$ cat src/rtl/row_multiply_sequencer_if.sv
// Bus bundle between the row-multiply sequencer and its environment:
// top-level control, row-wide memory and the element-wise multiplicator.
interface row_multiply_sequencer_if #(
  parameter int ADDR_W = 16,
  parameter int DATA_W = 32
);
  // top-level control
  logic                  Start;
  logic [2:0]            Operation;
  logic [ADDR_W-1:0]     BaseA;
  logic [ADDR_W-1:0]     BaseB;
  logic [ADDR_W-1:0]     BaseC;
  logic                  Busy;
  logic                  Done;
  logic                  Error;
  // row-wide memory
  logic [ADDR_W-1:0]     MemAddr;
  logic                  MemRead;
  logic                  MemWrite;
  logic [4*DATA_W-1:0]   MemDataOut;
  logic [4*DATA_W-1:0]   MemDataIn;
  // multiplicator
  logic [2:0]            MulOperation;
  logic                  MulEnable;
  logic [4*DATA_W-1:0]   MulRowA;
  logic [4*DATA_W-1:0]   MulRowB;
  logic [4*DATA_W-1:0]   MulNewRow;
  logic                  MulDone;
  logic                  MulError;

  // environment side (control, memory model, multiplicator)
  modport master (
    output Start, Operation, BaseA, BaseB, BaseC,
    input  Busy, Done, Error,
    input  MemAddr, MemRead, MemWrite, MemDataOut,
    output MemDataIn,
    input  MulOperation, MulEnable, MulRowA, MulRowB,
    output MulNewRow, MulDone, MulError
  );

  // sequencer side
  modport slave (
    input  Start, Operation, BaseA, BaseB, BaseC,
    output Busy, Done, Error,
    output MemAddr, MemRead, MemWrite, MemDataOut,
    input  MemDataIn,
    output MulOperation, MulEnable, MulRowA, MulRowB,
    input  MulNewRow, MulDone, MulError
  );
endinterface

$ cat src/rtl/row_multiply_sequencer.sv
// Row-by-row sequencer for the element-wise scalar multiplicator:
// reads row r of A and B, fires the multiplicator, writes the product
// row to C, with error/timeout handling and Busy/Done/Error reporting.
module row_multiply_sequencer #(
  parameter int ROWS    = 4,
  parameter int DATA_W  = 32,
  parameter int ADDR_W  = 16,
  parameter int TIMEOUT = 8
) (
  input  logic                     Clock,
  input  logic                     ClearAll,
  row_multiply_sequencer_if.slave  bus
);

  localparam int ROW_W = 4 * DATA_W;
  localparam int R_W   = (ROWS > 1) ? $clog2(ROWS) : 1;
  localparam int T_W   = $clog2(TIMEOUT + 1);

  localparam logic [2:0] OP_MUL = 3'b100;

  localparam logic [2:0] S_IDLE = 3'd0;
  localparam logic [2:0] S_RD_A = 3'd1;
  localparam logic [2:0] S_RD_B = 3'd2;
  localparam logic [2:0] S_EXEC = 3'd3;
  localparam logic [2:0] S_WAIT = 3'd4;
  localparam logic [2:0] S_WR   = 3'd5;
  localparam logic [2:0] S_FIN  = 3'd6;
  localparam logic [2:0] S_ERR  = 3'd7;

  logic [2:0]        state_q,  state_d;
  logic [R_W-1:0]    row_q,    row_d;
  logic [T_W-1:0]    tmo_q,    tmo_d;
  logic [ADDR_W-1:0] base_a_q, base_a_d;
  logic [ADDR_W-1:0] base_b_q, base_b_d;
  logic [ADDR_W-1:0] base_c_q, base_c_d;
  logic [ROW_W-1:0]  row_a_q,  row_a_d;
  logic [ROW_W-1:0]  row_b_q,  row_b_d;
  logic [ROW_W-1:0]  res_q,    res_d;
  logic              error_q,  error_d;

  logic [ADDR_W-1:0] row_off;
  logic              busy;

  assign row_off = ADDR_W'(row_q);

  // Next-state, row/timeout counters and data capture
  always_comb begin
    state_d  = state_q;
    row_d    = row_q;
    tmo_d    = tmo_q;
    base_a_d = base_a_q;
    base_b_d = base_b_q;
    base_c_d = base_c_q;
    row_a_d  = row_a_q;
    row_b_d  = row_b_q;
    res_d    = res_q;
    error_d  = error_q;
    case (state_q)
      S_IDLE: begin
        if (bus.Start) begin
          if (bus.Operation == OP_MUL) begin
            base_a_d = bus.BaseA;
            base_b_d = bus.BaseB;
            base_c_d = bus.BaseC;
            row_d    = '0;
            error_d  = 1'b0;
            state_d  = S_RD_A;
          end else begin
            error_d  = 1'b1;
          end
        end
      end
      S_RD_A: state_d = S_RD_B;
      S_RD_B: begin
        row_a_d = bus.MemDataIn;
        state_d = S_EXEC;
      end
      S_EXEC: begin
        row_b_d = bus.MemDataIn;
        tmo_d   = '0;
        state_d = S_WAIT;
      end
      S_WAIT: begin
        if (bus.MulError) begin
          error_d = 1'b1;
          state_d = S_ERR;
        end else if (bus.MulDone) begin
          res_d   = bus.MulNewRow;
          state_d = S_WR;
        end else if (tmo_q == T_W'(TIMEOUT - 1)) begin
          error_d = 1'b1;
          state_d = S_ERR;
        end else begin
          tmo_d = tmo_q + T_W'(1);
        end
      end
      S_WR: begin
        if (row_q == R_W'(ROWS - 1)) begin
          state_d = S_FIN;
        end else begin
          row_d   = row_q + R_W'(1);
          state_d = S_RD_A;
        end
      end
      S_FIN:   state_d = S_IDLE;
      S_ERR:   state_d = S_IDLE;
      default: state_d = S_IDLE;
    endcase
  end

  // Moore output decode from the registered state
  always_comb begin
    busy = (state_q == S_RD_A) || (state_q == S_RD_B) || (state_q == S_EXEC) ||
           (state_q == S_WAIT) || (state_q == S_WR);
    bus.Busy         = busy;
    bus.Done         = (state_q == S_FIN);
    bus.Error        = error_q;
    bus.MemRead      = 1'b0;
    bus.MemWrite     = 1'b0;
    bus.MemAddr      = '0;
    bus.MemDataOut   = res_q;
    bus.MulOperation = busy ? OP_MUL : 3'b000;
    bus.MulEnable    = (state_q == S_EXEC);
    bus.MulRowA      = row_a_q;
    // B data is only arriving during EXEC, the same cycle the enable fires,
    // so the multiplicator sees it straight from memory in that cycle.
    bus.MulRowB      = (state_q == S_EXEC) ? bus.MemDataIn : row_b_q;
    case (state_q)
      S_RD_A: begin
        bus.MemRead = 1'b1;
        bus.MemAddr = base_a_q + row_off;
      end
      S_RD_B: begin
        bus.MemRead = 1'b1;
        bus.MemAddr = base_b_q + row_off;
      end
      S_WR: begin
        bus.MemWrite = 1'b1;
        bus.MemAddr  = base_c_q + row_off;
      end
      default: ;
    endcase
  end

  // State registers with synchronous reset
  always_ff @(posedge Clock) begin
    if (ClearAll) begin
      state_q  <= S_IDLE;
      row_q    <= '0;
      tmo_q    <= '0;
      base_a_q <= '0;
      base_b_q <= '0;
      base_c_q <= '0;
      row_a_q  <= '0;
      row_b_q  <= '0;
      res_q    <= '0;
      error_q  <= 1'b0;
    end else begin
      state_q  <= state_d;
      row_q    <= row_d;
      tmo_q    <= tmo_d;
      base_a_q <= base_a_d;
      base_b_q <= base_b_d;
      base_c_q <= base_c_d;
      row_a_q  <= row_a_d;
      row_b_q  <= row_b_d;
      res_q    <= res_d;
      error_q  <= error_d;
    end
  end

endmodule

$ cat src/flat_wrapper.sv
// flat-port wrapper written by rule: the top's interface ports become plain ports
module row_multiply_sequencer_flat 
#(
  parameter int ROWS    = 4,
  parameter int DATA_W  = 32,
  parameter int ADDR_W  = 16,
  parameter int TIMEOUT = 8
)
  (Clock, ClearAll, bus_Start, bus_Operation, bus_BaseA, bus_BaseB, bus_BaseC, bus_Busy, bus_Done, bus_Error, bus_MemAddr, bus_MemRead, bus_MemWrite, bus_MemDataOut, bus_MemDataIn, bus_MulOperation, bus_MulEnable, bus_MulRowA, bus_MulRowB, bus_MulNewRow, bus_MulDone, bus_MulError);
  row_multiply_sequencer_if #(.ADDR_W(ADDR_W), .DATA_W(DATA_W)) bus_i ();
  input  logic Clock;
  input  logic ClearAll;
  input wire logic [$bits(bus_i.Start)-1:0] bus_Start;
  input wire logic [$bits(bus_i.Operation)-1:0] bus_Operation;
  input wire logic [$bits(bus_i.BaseA)-1:0] bus_BaseA;
  input wire logic [$bits(bus_i.BaseB)-1:0] bus_BaseB;
  input wire logic [$bits(bus_i.BaseC)-1:0] bus_BaseC;
  output wire logic [$bits(bus_i.Busy)-1:0] bus_Busy;
  output wire logic [$bits(bus_i.Done)-1:0] bus_Done;
  output wire logic [$bits(bus_i.Error)-1:0] bus_Error;
  output wire logic [$bits(bus_i.MemAddr)-1:0] bus_MemAddr;
  output wire logic [$bits(bus_i.MemRead)-1:0] bus_MemRead;
  output wire logic [$bits(bus_i.MemWrite)-1:0] bus_MemWrite;
  output wire logic [$bits(bus_i.MemDataOut)-1:0] bus_MemDataOut;
  input wire logic [$bits(bus_i.MemDataIn)-1:0] bus_MemDataIn;
  output wire logic [$bits(bus_i.MulOperation)-1:0] bus_MulOperation;
  output wire logic [$bits(bus_i.MulEnable)-1:0] bus_MulEnable;
  output wire logic [$bits(bus_i.MulRowA)-1:0] bus_MulRowA;
  output wire logic [$bits(bus_i.MulRowB)-1:0] bus_MulRowB;
  input wire logic [$bits(bus_i.MulNewRow)-1:0] bus_MulNewRow;
  input wire logic [$bits(bus_i.MulDone)-1:0] bus_MulDone;
  input wire logic [$bits(bus_i.MulError)-1:0] bus_MulError;
  assign bus_i.Start = bus_Start;
  assign bus_i.Operation = bus_Operation;
  assign bus_i.BaseA = bus_BaseA;
  assign bus_i.BaseB = bus_BaseB;
  assign bus_i.BaseC = bus_BaseC;
  assign bus_Busy = bus_i.Busy;
  assign bus_Done = bus_i.Done;
  assign bus_Error = bus_i.Error;
  assign bus_MemAddr = bus_i.MemAddr;
  assign bus_MemRead = bus_i.MemRead;
  assign bus_MemWrite = bus_i.MemWrite;
  assign bus_MemDataOut = bus_i.MemDataOut;
  assign bus_i.MemDataIn = bus_MemDataIn;
  assign bus_MulOperation = bus_i.MulOperation;
  assign bus_MulEnable = bus_i.MulEnable;
  assign bus_MulRowA = bus_i.MulRowA;
  assign bus_MulRowB = bus_i.MulRowB;
  assign bus_i.MulNewRow = bus_MulNewRow;
  assign bus_i.MulDone = bus_MulDone;
  assign bus_i.MulError = bus_MulError;
  row_multiply_sequencer #(.ROWS(ROWS), .DATA_W(DATA_W), .ADDR_W(ADDR_W), .TIMEOUT(TIMEOUT)) u_core (.Clock(Clock), .ClearAll(ClearAll), .bus(bus_i));
endmodule
$ cat config.mk
export PLATFORM = sky130hd
export DESIGN_NAME = row_multiply_sequencer_flat
export DESIGN_NICKNAME = d
export VERILOG_FILES = /design/src/rtl/row_multiply_sequencer_if.sv /design/src/rtl/row_multiply_sequencer.sv /design/src/flat_wrapper.sv
export SDC_FILE = /design/constraint.sdc
export NUM_CORES = 1
export LEC_CHECK = 0
export BUFFER_PORTS_ARGS = -buffer_cell sky130_fd_sc_hd__buf_2
export CORE_AREA = 10 10 269 271
export DETAILED_ROUTE_END_ITERATION = 12
export DIE_AREA = 0 0 279 281
export PLACE_DENSITY_LB_ADDON = 0.1
export RECOVER_POWER = 100
export SETUP_SLACK_MARGIN = 0.02
export SLEW_MARGIN = 25
export SYNTH_ARGS = -nofsm -noshare
export SYNTH_HDL_FRONTEND = slang
export SYNTH_SLANG_ARGS = --single-unit
export TNS_END_PERCENT = 10
$ cat constraint.sdc
create_clock -name Clock -period 2.9 [get_ports Clock]
set_input_delay 0.145 -clock Clock [delete_from_list [all_inputs] [get_ports Clock]]
set_output_delay 0.145 -clock Clock [all_outputs]
set_load 0.02 [all_outputs]
==> summary.txt, run 1 <==
Route
  – Total Wirelength: 80050 um
  – 1st-iter DRT viols: 1059
  – Routed wire per std cell: 19.35 um
  – Final antenna-violating net count: 0
  – DRC viols: 0
  – Vias per inst: 4.440
  – Vias: 18370
  – DRT Pass-1 Iters: 5

Cells and area
  – Area of the multi-input gates: 7545 um^2
  – Synth-to-Final Area Change: 57.48%
  – Finished Layout Cells: 4137
  – Proportion of layout cells with a drive suffix above 1: 20.49%
  – Filler Cell Count: 7103
  – Layout Utilization: 39.60%
  – Final Net Count: 3533
  – Register area: 8860 um^2
  – Post-layout instance area: 26450 um^2

Synth
  – Post-synth top area share: 52.67%
  – Top cells by count, synth: nand2_1, dfxtp_1, a21oi_1, clkbuf_1, nor2b_1
  – Most common cell in the netlist: nand2_1
  – Synth top area cells: dfxtp_1, nand2_1, a21oi_1
  – Main flop type after synthesis: dfxtp_1
  – Area leader, netlist: dfxtp_1
  – Seq cells post-synth: 442
  – Cell variety after synth: 48
  – Syn Inst Count: 2222
  – Seq/Total Area, Yosys: 52.67%
  – Avg Cell Area, Syn: 7.560 um^2
  – Yosys warning count: 0
  – Mapped cell area: 16800 um^2
  – FFs w/ async S/R, synth: 0%
  – Post-synth EDFFs: 0

STA
  – Setup ws final: -0.1328 ns
  – # setup viols final: 12
  – RSZ-0062 raised after global routing: true
  – Worst relative slew slack: 39.87%
  – Setup TNS: -0.6147 ns
  – Fmax: 329.7 MHz
  – Least-Margin Pin Slew: 0.9019 ns
  – Clock skew: 0.02490 ns
  – Final hold vios: 0
  – Min Clock Period, post-route: 3.033 ns
  – Final period utilization: 104.6%
  – Slew Viols, Final: 0

Power
  – VDD IR-drop max: 415.5 uV
  – Leak: 10.97 nW
  – Pwr/cell area: 537.9 nW/um^2

Global route
  – Total congestion overflow: 0
  – Global route hottest layer: met2
  – Total track usage: 19.35%
  – Vias in the first global route: 18490
  – Grt met3 use: 5.275%
  – Largest net degree at the start of global routing: 130
  – Initial antenna violation count: 10
  – Met1 Use GR: 21.22%
  – First-pass GRT wire length: 117100 um
  – GR Layer Usage met2: 34.52%

Setup path
  – Worst-case reg-to-reg path depth: 9
  – Reg-to-Reg Start: u_core.state_q[2]
  – Worst Path Required: 2.76 ns
  – Setup CP Type: flop to primary output
  – Critical path capture point type: primary output
  – RR Endpoint: u_core.state_q[0]
  – CP Launch Type: flop
  – WP data arrival: 2.89 ns
  – Worst R2R Setup Slack: 0.45 ns
  – Worst Path Max Fanout: 5

Clock network
  – TritonCTS Buffers: 52
  – CTS tree: built
  – Skew-Pair Late Insertion Delay: 0.59 ns
  – Root Driver: clkbuf_16
  – Worst-path clk slew: 0.06 ns
  – CTS max path bufs: 3
  – H-Tree Depth: 2
  – CTS sink count: 442

Floorplan
  – Initial Utilization: 25.15%
  – Die ar.: 78400 um^2
  – Row count: 95
  – Top Ports: 721
  – Die Height: 281 um
  – Core box area: 66800 um^2
  – Die width: 279 um

Worst hold path
  – Hold Path Depth: 5
  – Hold EP: u_core.bus.Error
  – Hold Crit Start: bus_MulError
  – Hold WC Path Type: input port to flop

Placement
  – Pre-CTS setup slack: 0.1479 ns
  – Placed Area: 21430 um^2
  – DP HPWL: 58900 um
  – Final GP Congestion: 0.8649
  – Input/output buffers: 718
  – Placed insts: 3703

Outcome
  – Failing checks: setup timing
  – Status: complete, but fails checks

Flow run
  – Max Cap Viol: 0
[where the power goes]
part / switching, mW / total, mW / internal (mW)
sequential: 0.0664 / 6.24 / 6.18
clock: 2.64 / 6.51 / 3.88
combinational: 0.811 / 1.47 / 0.662
total: 3.52 / 14.2 / 10.7
[final cells by class]
type / instances / area share [%]
sequential: 442 / 33.49
multi-input combinational: 1613 / 28.52
timing repair buffer: 1099 / 27.24
clock buffer: 82 / 5.799
tap: 873 / 4.129
clock inverter: 12 / 0.5818
inverter: 8 / 0.1608
antenna: 8 / 0.07568
[sequential cells by signal, indices dropped and copies added, names as in the netlist]
name and flops:
u_core.bus.Error 1, u_core.row_b_q 128, u_core.state_q 3, u_core.bus.MemDataOut 128, u_core.bus.MulRowA 128, u_core.base_a_q 16
u_core.base_b_q 16, u_core.row_q 2, u_core.base_c_q 16, u_core.tmo_q 4
[layout by cell type (no fill, tap or decap), drive strengths merged, types with 2 or more instances in the layout]
cell and n:
a21oi 313, a31oi 2, and2 3, buf 533
bufinv 3, clkbuf 341, clkinv 9, conb 2
dfxtp 442, diode 8, dlygate4sd3 307, ha 4
inv 8, nand2 1006, nand2b 5, nand3 7
nand3b 3, nand4 3, nor2 45, nor2b 131
nor3 12, nor3b 13, nor4 4, o21a 3
o21ai 19, o221ai 13, xnor2 10, xor2 4
[layer usage]
metal	wire [um]	part of all wire, %
met2	40600	51
met3	5175	6.5
met1	30740	38
met4	3512	4.4
met5	21	0.026
[repair_timing]
item	4_1_cts	5_1_grt
cloned	0	2
gates resized for setup	46	33
pin swaps	21	20
buffers inserted	13	11
hold endpoints to repair	431	0
endpoints found under the setup margin	40	65
hold buffers	307	0
[metrics by stage]
stage	total power, mW	hold slack (ns)
after detailed placement	7.460	0.3908
after floorplan	6.881	0.2810
final	14.23	0.08477
after global placement	7.456	0.3850
after CTS	14.45	0.04115
after global routing	14.78	0.08577
[logic make-up (layout without fill, tap and decap cells)]
family | Yosys count | count (layout) | synth area share (%)
compound gates | 355 | 355 | 11.33
xor+xnor | 14 | 14 | 0.7299
fa+ha+maj | 5 | 5 | 0.4171
buf+inv | 168 | 1201 | 4.104
flops | 442 | 442 | 52.67
mux | 1 | 1 | 0.05959
other cells | 1 | 10 | 0.02232
simple gates | 1236 | 1236 | 30.66
[worst max path at each step]
| stage | start | end |
|---|---|---|
| after detailed placement | u_core.state_q[1] | bus_MemAddr[12] |
| after floorplan | u_core.state_q[2] | bus_MemAddr[14] |
| after CTS | u_core.state_q[1] | bus_MemAddr[12] |
| final | u_core.state_q[1] | bus_MemAddr[12] |
| after global routing | u_core.state_q[1] | bus_MemAddr[12] |
| after global placement | u_core.state_q[1] | bus_MemAddr[15] |
[worst max-delay path: stages, from the launching register on]
cell and delay (ns):
dfxtp_4 0.36, nand3b_4 0.20, clkinv_4 0.08, nand2_4 0.04, a31oi_4 0.15, ha_2 0.21
inv_2 0.04, fa_2 0.41, nor2_4 0.19, nand4_1 0.17, xnor2_2 0.18, nor2_2 0.15
buf_6 0.13
(Power assumes the default switching activity.)
==> inputs of run 2 (changes only) <==
Settings changed: ABC_AREA set to 1, CORE_AREA 10 10 269 271 to 10 10 271 273, DIE_AREA 0 0 279 281 to 0 0 281 283.
==> summary.txt, run 2 <==
Floorplan
  – Core box area: 68110 um^2 (+2.0%)
  – Top Ports: 721 (unchanged)
  – Initial Utilization: 24.94% (-0.20 points)
  – Die Height: 283 um (+0.71%)
  – Die width: 281 um (+0.72%)
  – Die ar.: 79520 um^2 (+1.4%)
  – Row count: 96 (+1.1%)

STA
  – Worst relative slew slack: 33.71% (-6.2 points)
  – Slew Viols, Final: 0 (unchanged)
  – Fmax: 327.0 MHz (-0.82%)
  – Hold slack final: 0.09165 ns (+0.006888 ns)
  – Least-Margin Pin Slew: 0.9943 ns (+0.09239 ns)
  – RSZ-0062 raised after global routing: true
  – Final period utilization: 105.4% (+0.86 points)
  – Setup TNS: -0.6486 ns (-0.03396 ns)
  – Setup ws final: -0.1577 ns (-0.02497 ns)
  – # setup viols final: 6 (-6)
  – Min Clock Period, post-route: 3.058 ns (+0.02498 ns)
  – Final hold vios: 0 (unchanged)
  – Clock skew: 0.01116 ns (-0.01374 ns)

Route
  – DR top layer: met5
  – Met1 wire length: 31150 um (+1.3%)
  – Vias: 18350 (-0.093%)
  – Routed wire per std cell: 18.76 um (-3.1%)
  – Total Wirelength: 78140 um (-2.4%)
  – Met3 Routed Length: 6160 um (+19%)
  – 1st-iter DRT viols: 883 (-17%)
  – DRT Pass-1 Iters: 4 (-1)
  – Vias per inst: 4.405 (-0.79%)
  – DRC viols: 0 (unchanged)
  – Routed wl met2: 38590 um (-5.0%)
  – Final antenna-violating net count: 0 (unchanged)

Flow run
  – Max Cap Viol: 0 (unchanged)

Setup path
  – Setup CP Type: flop to primary output
  – Critical path capture point type: primary output
  – WP data arrival: 2.91 ns (+0.02 ns)
  – CP Launch Type: flop
  – Worst Path Max Fanout: 5 (unchanged)
  – Worst Path Required: 2.76 ns (about the same)

Clock network
  – TritonCTS Buffers: 53 (+1.9%)
  – H-Tree Depth: 2 (unchanged)
  – CTS tree: built
  – Skew-Pair Late Insertion Delay: 0.59 ns (about the same)
  – CTS sink count: 442 (unchanged)
  – Root Driver: clkbuf_16
  – Worst-path clk slew: 0.06 ns (about the same)
  – CTS max path bufs: 3 (unchanged)

Global route
  – First-pass GRT wire length: 116700 um (-0.39%)
  – Initial antenna violation count: 3 (-7)
  – Total congestion overflow: 0 (unchanged)
  – Total track usage: 18.64% (-0.71 points)
  – Largest net degree at the start of global routing: 168 (+29%)
  – Vias in the first global route: 18800 (+1.6%)

Power
  – VDD IR-drop max: 434.1 uV (+4.5%)
  – Leak: 12.34 nW (+12%)
  – Pwr/cell area: 528.1 nW/um^2 (-1.8%)

Synth
  – Main flop type after synthesis: dfxtp_1
  – Most common cell in the netlist: nor2_1
  – Mapped cell area: 16990 um^2 (+1.1%)
  – Area leader, netlist: dfxtp_1
  – Yosys warning count: 0 (unchanged)
  – Synth top area cells: dfxtp_1, nor2_1, o21ai_0
  – Post-synth EDFFs: 0 (unchanged)
  – Seq cells post-synth: 442 (unchanged)
  – Cell variety after synth: 42 (-13%)
  – Post-synth top area share: 52.09% (-0.59 points)
  – Top cells by count, synth: nor2_1, dfxtp_1, nand2_1, o21ai_0, inv_1
  – Syn Inst Count: 2271 (+2.2%)
  – Avg Cell Area, Syn: 7.480 um^2 (-1.1%)
  – Seq/Total Area, Yosys: 52.09% (-0.59 points)
  – FFs w/ async S/R, synth: 0% (unchanged)

Placement
  – Placed Area: 21420 um^2 (about the same)
  – Final GP Congestion: 0.8870 (+2.6%)
  – DP HPWL: 54960 um (-6.7%)
  – Input/output buffers: 718 (unchanged)

Cells and area
  – Proportion of layout cells with a drive suffix above 1: 23.52% (+3.0 points)
  – Final Net Count: 3559 (+0.74%)
  – Synth-to-Final Area Change: 54.83%
  – Area of the multi-input gates: 6944 um^2 (-8.0%)
  – Register area: 8857 um^2 (about the same)
  – Post-layout instance area: 26300 um^2 (-0.58%)
  – Commonest non-fill, non-tap cells in the layout: nor2_1, buf_2, dfxtp_1
  – Commonest non-fill, non-tap cell in the layout: nor2_1
  – Filler Cell Count: 7266 (+2.3%)

Outcome
  – Status: complete, but fails checks
  – Failing checks: setup timing

Worst hold path
  – Hold WC Path Type: input port to flop
## run 2: cell count changes after synthesis, sizes merged, moves of 128 or more
| cell | delta |
|---|---|
| nor2 | +450 |
| inv | +176 |
| or2 | +128 |
| o21ai | +297 |
| nand2 | -678 |
| nor2b | -131 |
| a21oi | -153 |
## run 2: kinds of logic (layout without fill, tap and decap cells)
logic type | count (synthesis) | count (layout) | share of synthesized area [%]
adders and majority gates | 5 | 5 | 0.4125
and+or+nand+nor | 1002 | 1002 | 25.22
xor gates and xnor gates | 1 | 1 | 0.05157
DFF | 442 | 442 | 52.09
AOI/OAI and AO/OA | 486 | 486 | 14.47
buffers and inverters | 334 | 1345 | 7.741
other | 1 | 3 | 0.02208
## run 2: per-stage QoR
stage          power [mW]  cells  setup WS (ns)  util (%)
2_1_floorplan       6.483   2272         0.1239         -
3_3_place_gp        6.858   3746         0.2059     31.42
3_5_place_dp        6.860   3747         0.1972     31.46
4_1_cts             14.14   4158        -0.1430     38.82
5_1_grt             14.44   4166        -0.3150     38.62
6_report            13.89   4166        -0.1577     38.62
## run 2: what timing repair did
| item | CTS | global route |
|---|---|---|
| setup buffers | 5 | 6 |
| setup endpoints to repair | 15 | 20 |
| resized for setup | 17 | 34 |
| hold buffers | 308 | 0 |
| pin swaps | 0 | 9 |
| hold endpoints to repair | 436 | 0 |
| gates cloned | 2 | 1 |
## run 2: critical path, stage by stage, from the launching register on
cell     delay (ns)
dfxtp_4        0.37
inv_4          0.06
nand3_4        0.10
inv_4          0.08
a22oi_2        0.07
nand2_1        0.06
o21ai_1        0.06
inv_1          0.06
ha_2           0.18
inv_2          0.04
fa_2           0.41
nor2_2         0.12
nand2_2        0.12
nor2_4         0.20
nand3_2        0.11
a21oi_2        0.15
buf_6          0.13
## run 2: final timing paths
check / from / to / slack [ns] / depth (start not counted)
setup / recovery: u_core.state_q[2] / bus_MemAddr[14] / -0.16 / 16
hold / removal: bus_MulError / u_core.state_q[0] / 0.09 / 3
setup reg to reg: u_core.state_q[2] / u_core.state_q[1] / 0.55 / 8
hold reg to reg: u_core.base_a_q[13] / u_core.base_a_q[13] / 0.45 / 2
## run 2: report_power, final
group | switching, mW | internal (mW) | total [mW]
Clock | 2.68 | 4.13 | 6.81
Sequential | 0.0207 | 6.11 | 6.13
Combinational | 0.448 | 0.505 | 0.953
Total | 3.15 | 10.7 | 13.9
## run 2: routing by layer
metal  global-route usage, %  vias to the layer above
met3                   5.927                      116
met4                   5.646                        4
met2                   32.99                      590
li1                        -                     9089
met5                       0                        -
met1                   20.92                     8553
## run 2: final cells by class
type,instances,share of cell area (%)
multi-input combinational,1496,26.40
clock inverter,12,0.6612
inverter,183,2.669
clock buffer,84,6.103
antenna,1,0.009514
tap,882,4.196
sequential,442,33.68
timing repair buffer,1066,26.28
